===== src/rtl/bus_rr_arbiter16_pkg.sv =====
// ============================================================================
// arb_pkg : shared constants, state type and round-robin search helper
// Rev 1.0 : initial release
// ============================================================================
`default_nettype none

package arb_pkg;

  localparam int NREQ  = 16;
  localparam int SEL_W = 4;

  typedef enum logic {
    IDLE = 1'b0,
    BUSY = 1'b1
  } arb_state_t;

  typedef struct packed {
    logic             found;
    logic [SEL_W-1:0] idx;
  } rr_pick_t;

  // Scans last+1, last+2, ... wrapping; with excl set, last itself is never picked.
  function automatic rr_pick_t next_rr(input logic [NREQ-1:0]  req,
                                       input logic [SEL_W-1:0] last,
                                       input logic             excl);
    rr_pick_t         pick;
    logic [SEL_W-1:0] idx;
    pick.found = 1'b0;
    pick.idx   = '0;
    for (int i = 1; i <= NREQ; i++) begin
      idx = last + SEL_W'(i);
      if (!pick.found && req[idx] && !(excl && (idx == last))) begin
        pick.found = 1'b1;
        pick.idx   = idx;
      end
    end
    return pick;
  endfunction

endpackage

`default_nettype wire


===== src/rtl/busMux16_1.sv =====
// ============================================================================
// busMux16_1 : 16:1 bus multiplexer, out = in[sel]
// Rev 1.0 : initial release
// ============================================================================
`default_nettype none

module busMux16_1 #(
  parameter int WIDTH = 64
) (
  input  logic [3:0]             sel_i,
  input  logic [15:0][WIDTH-1:0] in_i,
  output logic [WIDTH-1:0]       out_o
);

  assign out_o = in_i[sel_i];

endmodule

`default_nettype wire


===== src/rtl/bus_rr_arbiter16.sv =====
// ============================================================================
// bus_rr_arbiter16 : round-robin arbiter with hold quantum driving a 16:1 mux
// Rev 1.0 : initial release
// ============================================================================
`default_nettype none

module bus_rr_arbiter16
  import arb_pkg::*;
#(
  parameter int WIDTH    = 64,
  parameter int MAX_HOLD = 8
) (
  input  logic                   clk,
  input  logic                   reset,
  input  logic [15:0]            req,
  input  logic [15:0][WIDTH-1:0] in,
  output logic [15:0]            gnt,
  output logic [3:0]             sel,
  output logic                   valid,
  output logic [WIDTH-1:0]       bus_out
);

  localparam int HOLD_W = (MAX_HOLD < 1) ? 1 : $clog2(MAX_HOLD + 1);
  localparam logic [HOLD_W-1:0] HOLD_LAST = (MAX_HOLD == 0) ? '0 : HOLD_W'(MAX_HOLD - 1);

  arb_state_t        state_q, state_d;
  logic [SEL_W-1:0]  sel_q, sel_d;
  logic [SEL_W-1:0]  last_q, last_d;
  logic [HOLD_W-1:0] hold_q, hold_d;
  logic [NREQ-1:0]   gnt_q, gnt_d;

  rr_pick_t          pick_any;
  rr_pick_t          pick_oth;
  logic [NREQ-1:0]   owner_oh;
  logic              others_pending;
  logic              quantum_done;

  always_ff @(posedge clk) begin
    if (reset) begin
      state_q <= IDLE;
      sel_q   <= '0;
      last_q  <= SEL_W'(NREQ - 1);
      hold_q  <= '0;
      gnt_q   <= '0;
    end else begin
      state_q <= state_d;
      sel_q   <= sel_d;
      last_q  <= last_d;
      hold_q  <= hold_d;
      gnt_q   <= gnt_d;
    end
  end

  always_comb begin
    state_d        = state_q;
    sel_d          = sel_q;
    last_d         = last_q;
    hold_d         = hold_q;
    pick_any       = next_rr(req, last_q, 1'b0);
    pick_oth       = next_rr(req, last_q, 1'b1);
    owner_oh       = NREQ'(1) << sel_q;
    others_pending = (req & ~owner_oh) != '0;
    quantum_done   = (MAX_HOLD != 0) && (hold_q == HOLD_LAST);

    case (state_q)
      IDLE: begin
        if (pick_any.found) begin
          state_d = BUSY;
          sel_d   = pick_any.idx;
          last_d  = pick_any.idx;
          hold_d  = '0;
        end
      end
      BUSY: begin
        if (!req[sel_q]) begin
          // Release hands over on the same edge so the bus never idles needlessly.
          hold_d = '0;
          if (pick_any.found) begin
            sel_d  = pick_any.idx;
            last_d = pick_any.idx;
          end else begin
            state_d = IDLE;
          end
        end else if (quantum_done && others_pending) begin
          sel_d  = pick_oth.idx;
          last_d = pick_oth.idx;
          hold_d = '0;
        end else if ((MAX_HOLD != 0) && (hold_q != HOLD_LAST)) begin
          hold_d = hold_q + HOLD_W'(1);
        end
      end
      default: begin
        state_d = IDLE;
      end
    endcase

    gnt_d = (state_d == BUSY) ? (NREQ'(1) << sel_d) : '0;
  end

  always_comb begin
    gnt   = gnt_q;
    sel   = sel_q;
    valid = |gnt_q;
  end

  busMux16_1 #(.WIDTH(WIDTH)) u_mux (
    .sel_i (sel_q),
    .in_i  (in),
    .out_o (bus_out)
  );

endmodule

`default_nettype wire


===== config.mk =====
export PLATFORM = sky130hd
export DESIGN_NAME = bus_rr_arbiter16
export DESIGN_NICKNAME = d
export VERILOG_FILES = /design/src/rtl/bus_rr_arbiter16_pkg.sv /design/src/rtl/busMux16_1.sv /design/src/rtl/bus_rr_arbiter16.sv
export SDC_FILE = /design/constraint.sdc
export NUM_CORES = 1
export LEC_CHECK = 0
export CAP_MARGIN = 5
export CORE_AREA = 4 4 436 438
export DETAILED_ROUTE_END_ITERATION = 12
export DIE_AREA = 0 0 440 442
export GPL_ROUTABILITY_DRIVEN = 0
export PLACE_DENSITY_LB_ADDON = 0.05
export SYNTH_ARGS = -nofsm -noshare
export SYNTH_HDL_FRONTEND = slang
export SYNTH_SLANG_ARGS = --single-unit

===== constraint.sdc =====
create_clock -name clk -period 5.45 [get_ports clk]
set_input_delay 0.545 -clock clk [delete_from_list [all_inputs] [get_ports clk]]
set_output_delay 0.545 -clock clk [all_outputs]
set_load 0.1 [all_outputs]

==> run metrics <==
initial core utilization 6.049%; per-cell routed wire length 36.00 um; antenna-violating nets left 0; Syn Area/Cell 13.30 um2; met2 usage 29.18%; crit path from last_q[0]; critical path endpoint gnt[9]; outcome finished, final reports clean; Hold Path Class reg -> reg; largest net degree at the start of global routing 108; number of flops mapped to enable cells by yosys 0; grt met3 use 4.115%; critical path fanouts, max 23; post-layout net count 2989; slew margin rel. 18.94%; vias 15030; Peak VDD IR 0.2663 mV; max_cap viols 0; top-area cell type share of the netlist area 67.44%; final setup fails 0; Most used DFF post-synth dfxtp_1; RSZ-0062 raised after global routing no; Die Width 440 um; clock-pin slew on the worst setup and hold paths 60 ps; core box area 186600 um2; row count 159; post-synth cell types 84; GRT busiest layer met2; FF-to-FF End gnt[9]; CP Buf/Inv Count 2; die footprint 194500 um2; Detailed Routing Iterations Pass 1 5; Critical Path Sink Type flop; reg2reg start last_q[0]; PwrDens 461.2 nW/um2; clk buf depth 2; Fmax achieved 0.2042 GHz; CP arrival 5080 ps; worst reg2reg path depth 13; Final Hold Fails 0; global-route wire length before repair 198.5 mm; Setup Buffers After CTS 0; Final Critical Period 4897 ps; R2R setup slack 550 ps; Worst Clk Skew 8.913 ps; critical path depth in cells 13; most frequent cell after synthesis mux4_2; vias in the first global route 15840; slowest stage cell on the critical path or4_4; PortBufs 1126; initial drt markers 782; CTS tree done; Worst Max-Slew Pin Slew 1197 ps; ratio of cells with drive above 1 in the final layout 25.06%; Num CTS Buffers 5; most area-consuming cells after synthesis mux4_2 (67%), dfxtp_1 (5.1%), mux2i_1 (2.4%); FF+latch count, synth 29; Slew Limit Fails 0; fin cells 4463; Netlist Area Pre-Place 11290 um2; setup_tns 0 ps; Critical Path Max Stage Delay 610 ps; all-layer global routing usage 15.76%; # IOs 1127; DRC 0; Cells after DPL 4426; routing usage on met1 18.66%; Ys Warns 0; via density per instance 3.367; clock latency on the worst-skew pair 280 ps; critical path launch point type flop; asr flop ratio synth 0%; critical path class reg -> reg; post-cts sizing count 0; die height 442 um; Worst path top cell family by delay simple AND/OR/NAND/NOR gates; data required time of the worst path 5630 ps; Leak 0.007954 uW; CTS Sinks 29; Post-Syn Nets 1900; Root Buffer clkbuf_16; Congestion Overflow GR 0; fillers 21050; Hold Buf Count CTS 0; cell count after synthesis 849; area grow syn2layout 129.8%; final WL 160.7 mm; Synth area leader mux4_2; most common library cells after synthesis mux4_2 (338), clkbuf_1 (68), nand2_1 (38); H-tree levels 2; crit-path cells buf_4 > buf_4 > mux4_2 > mux2_2 > mux2_2 > or4_4 > nor4_4 > nand2_1 > o221a_2 > o21bai_1 > a221oi_4 > o211ai_1 > nor3_1; period utilization 89.85%; Seq/Total Area, Yosys 5.143%; initial antenna violation count 157; DP HPWL 144.8 mm
-- layout make-up --
cell class | instances | area (um2) | share of cell area, %
Timing Repair Buffer | 1186 | 11710 | 45.12
Multi-Input combinational cell | 704 | 10230 | 39.43
Tap cell | 2495 | 3122 | 12.03
Sequential cell | 29 | 591.8 | 2.281
Clock buffer | 7 | 163.9 | 0.6318
Antenna cell | 29 | 72.57 | 0.2797
Inverter | 12 | 50.05 | 0.1929
Clock inverter | 1 | 6.256 | 0.02411
-- metrics by stage --
stage / hold slack, ps / instance area, um2 / power [uW] / setup slack (ps) / util (%)
after floorplan: 462.5 / 11290 / 7713 / 755.3 / -
after global placement: 498.8 / 25700 / 12030 / 366.3 / 13.77
after detailed placement: 491.6 / 25700 / 11830 / 232.4 / 13.77
after CTS: 498.9 / 25870 / 12190 / 538.5 / 13.86
after global routing: 538.5 / 25890 / 12570 / 284.7 / 13.87
final: 508.9 / 25940 / 11970 / 553.0 / 13.90
-- power breakdown --
part	internal (uW)	total (uW)	switching [uW]
sequential	279	417	139
clock	210	311	101
combinational	4110	11200	7130
-- cell usage in the layout (no fill, tap or decap), types with 4 or more instances in the layout --
| master | instances |
|---|---|
| a21boi_0 | 7 |
| a21oi_1 | 29 |
| a22oi_1 | 4 |
| a311oi_1 | 4 |
| a31o_2 | 4 |
| buf_12 | 7 |
| buf_4 | 94 |
| clkbuf_16 | 6 |
| clkdlybuf4s50_1 | 1085 |
| dfxtp_1 | 26 |
| diode_2 | 29 |
| ha_1 | 9 |
| inv_1 | 9 |
| mux2_2 | 13 |
| mux2i_1 | 27 |
| mux4_2 | 338 |
| nand2_1 | 38 |
| nand2b_1 | 6 |
| nand3_1 | 23 |
| nor2_1 | 32 |
| nor2b_1 | 5 |
| nor3_1 | 24 |
| nor4_1 | 11 |
| o211ai_1 | 5 |
| o21ai_0 | 16 |
| o22ai_1 | 5 |
| o2bb2ai_1 | 4 |
| o31ai_1 | 5 |
| o32ai_1 | 4 |
| xnor2_1 | 8 |
| xor2_1 | 4 |
-- worst reg2reg max path: stages, from the launching register on --
cell and delay, ps:
dfxtp_1 340, buf_4 370, buf_4 340, mux4_2 580, mux2_2 310, mux2_2 320, or4_4 610, nor4_4 390
nand2_1 100, o221a_2 280, o21bai_1 210, a221oi_4 450, o211ai_1 280, nor3_1 230
-- flip-flops by register name (all words and copies together) (netlist names) --
register  cells
state_q       1
gnt          16
last_q        4
hold_q        4
sel           4
-- cell families after synthesis --
kind of cell	share of synthesized area, %
adder cells (fa/ha/maj)	0.9976
XOR/XNOR	0.9311
buffers and inverters	4.234
AO/OA/AOI/OAI	8.114
multiplexers	71.82
flip-flops	5.143
AND/OR/NAND/NOR	8.757
-- how the worst min path moves through the flow --
stage / startpoint / end / slack [ps] / cells after the start
after detailed placement: hold_q[0] / hold_q[0] / 490 / 2
after floorplan: hold_q[0] / hold_q[0] / 460 / 2
after CTS: hold_q[0] / hold_q[0] / 500 / 2
after global routing: hold_q[0] / hold_q[0] / 540 / 2
final: hold_q[2] / hold_q[2] / 510 / 2
after global placement: hold_q[0] / hold_q[0] / 500 / 2
-- per-layer routing --
metal	part of all wire [%]	vias up
met1	40	7785
met4	1.3	62
li1	-	6088
met5	0.28	-
met3	6.9	230
met2	52	864
Power figures use the tool's default switching activity.
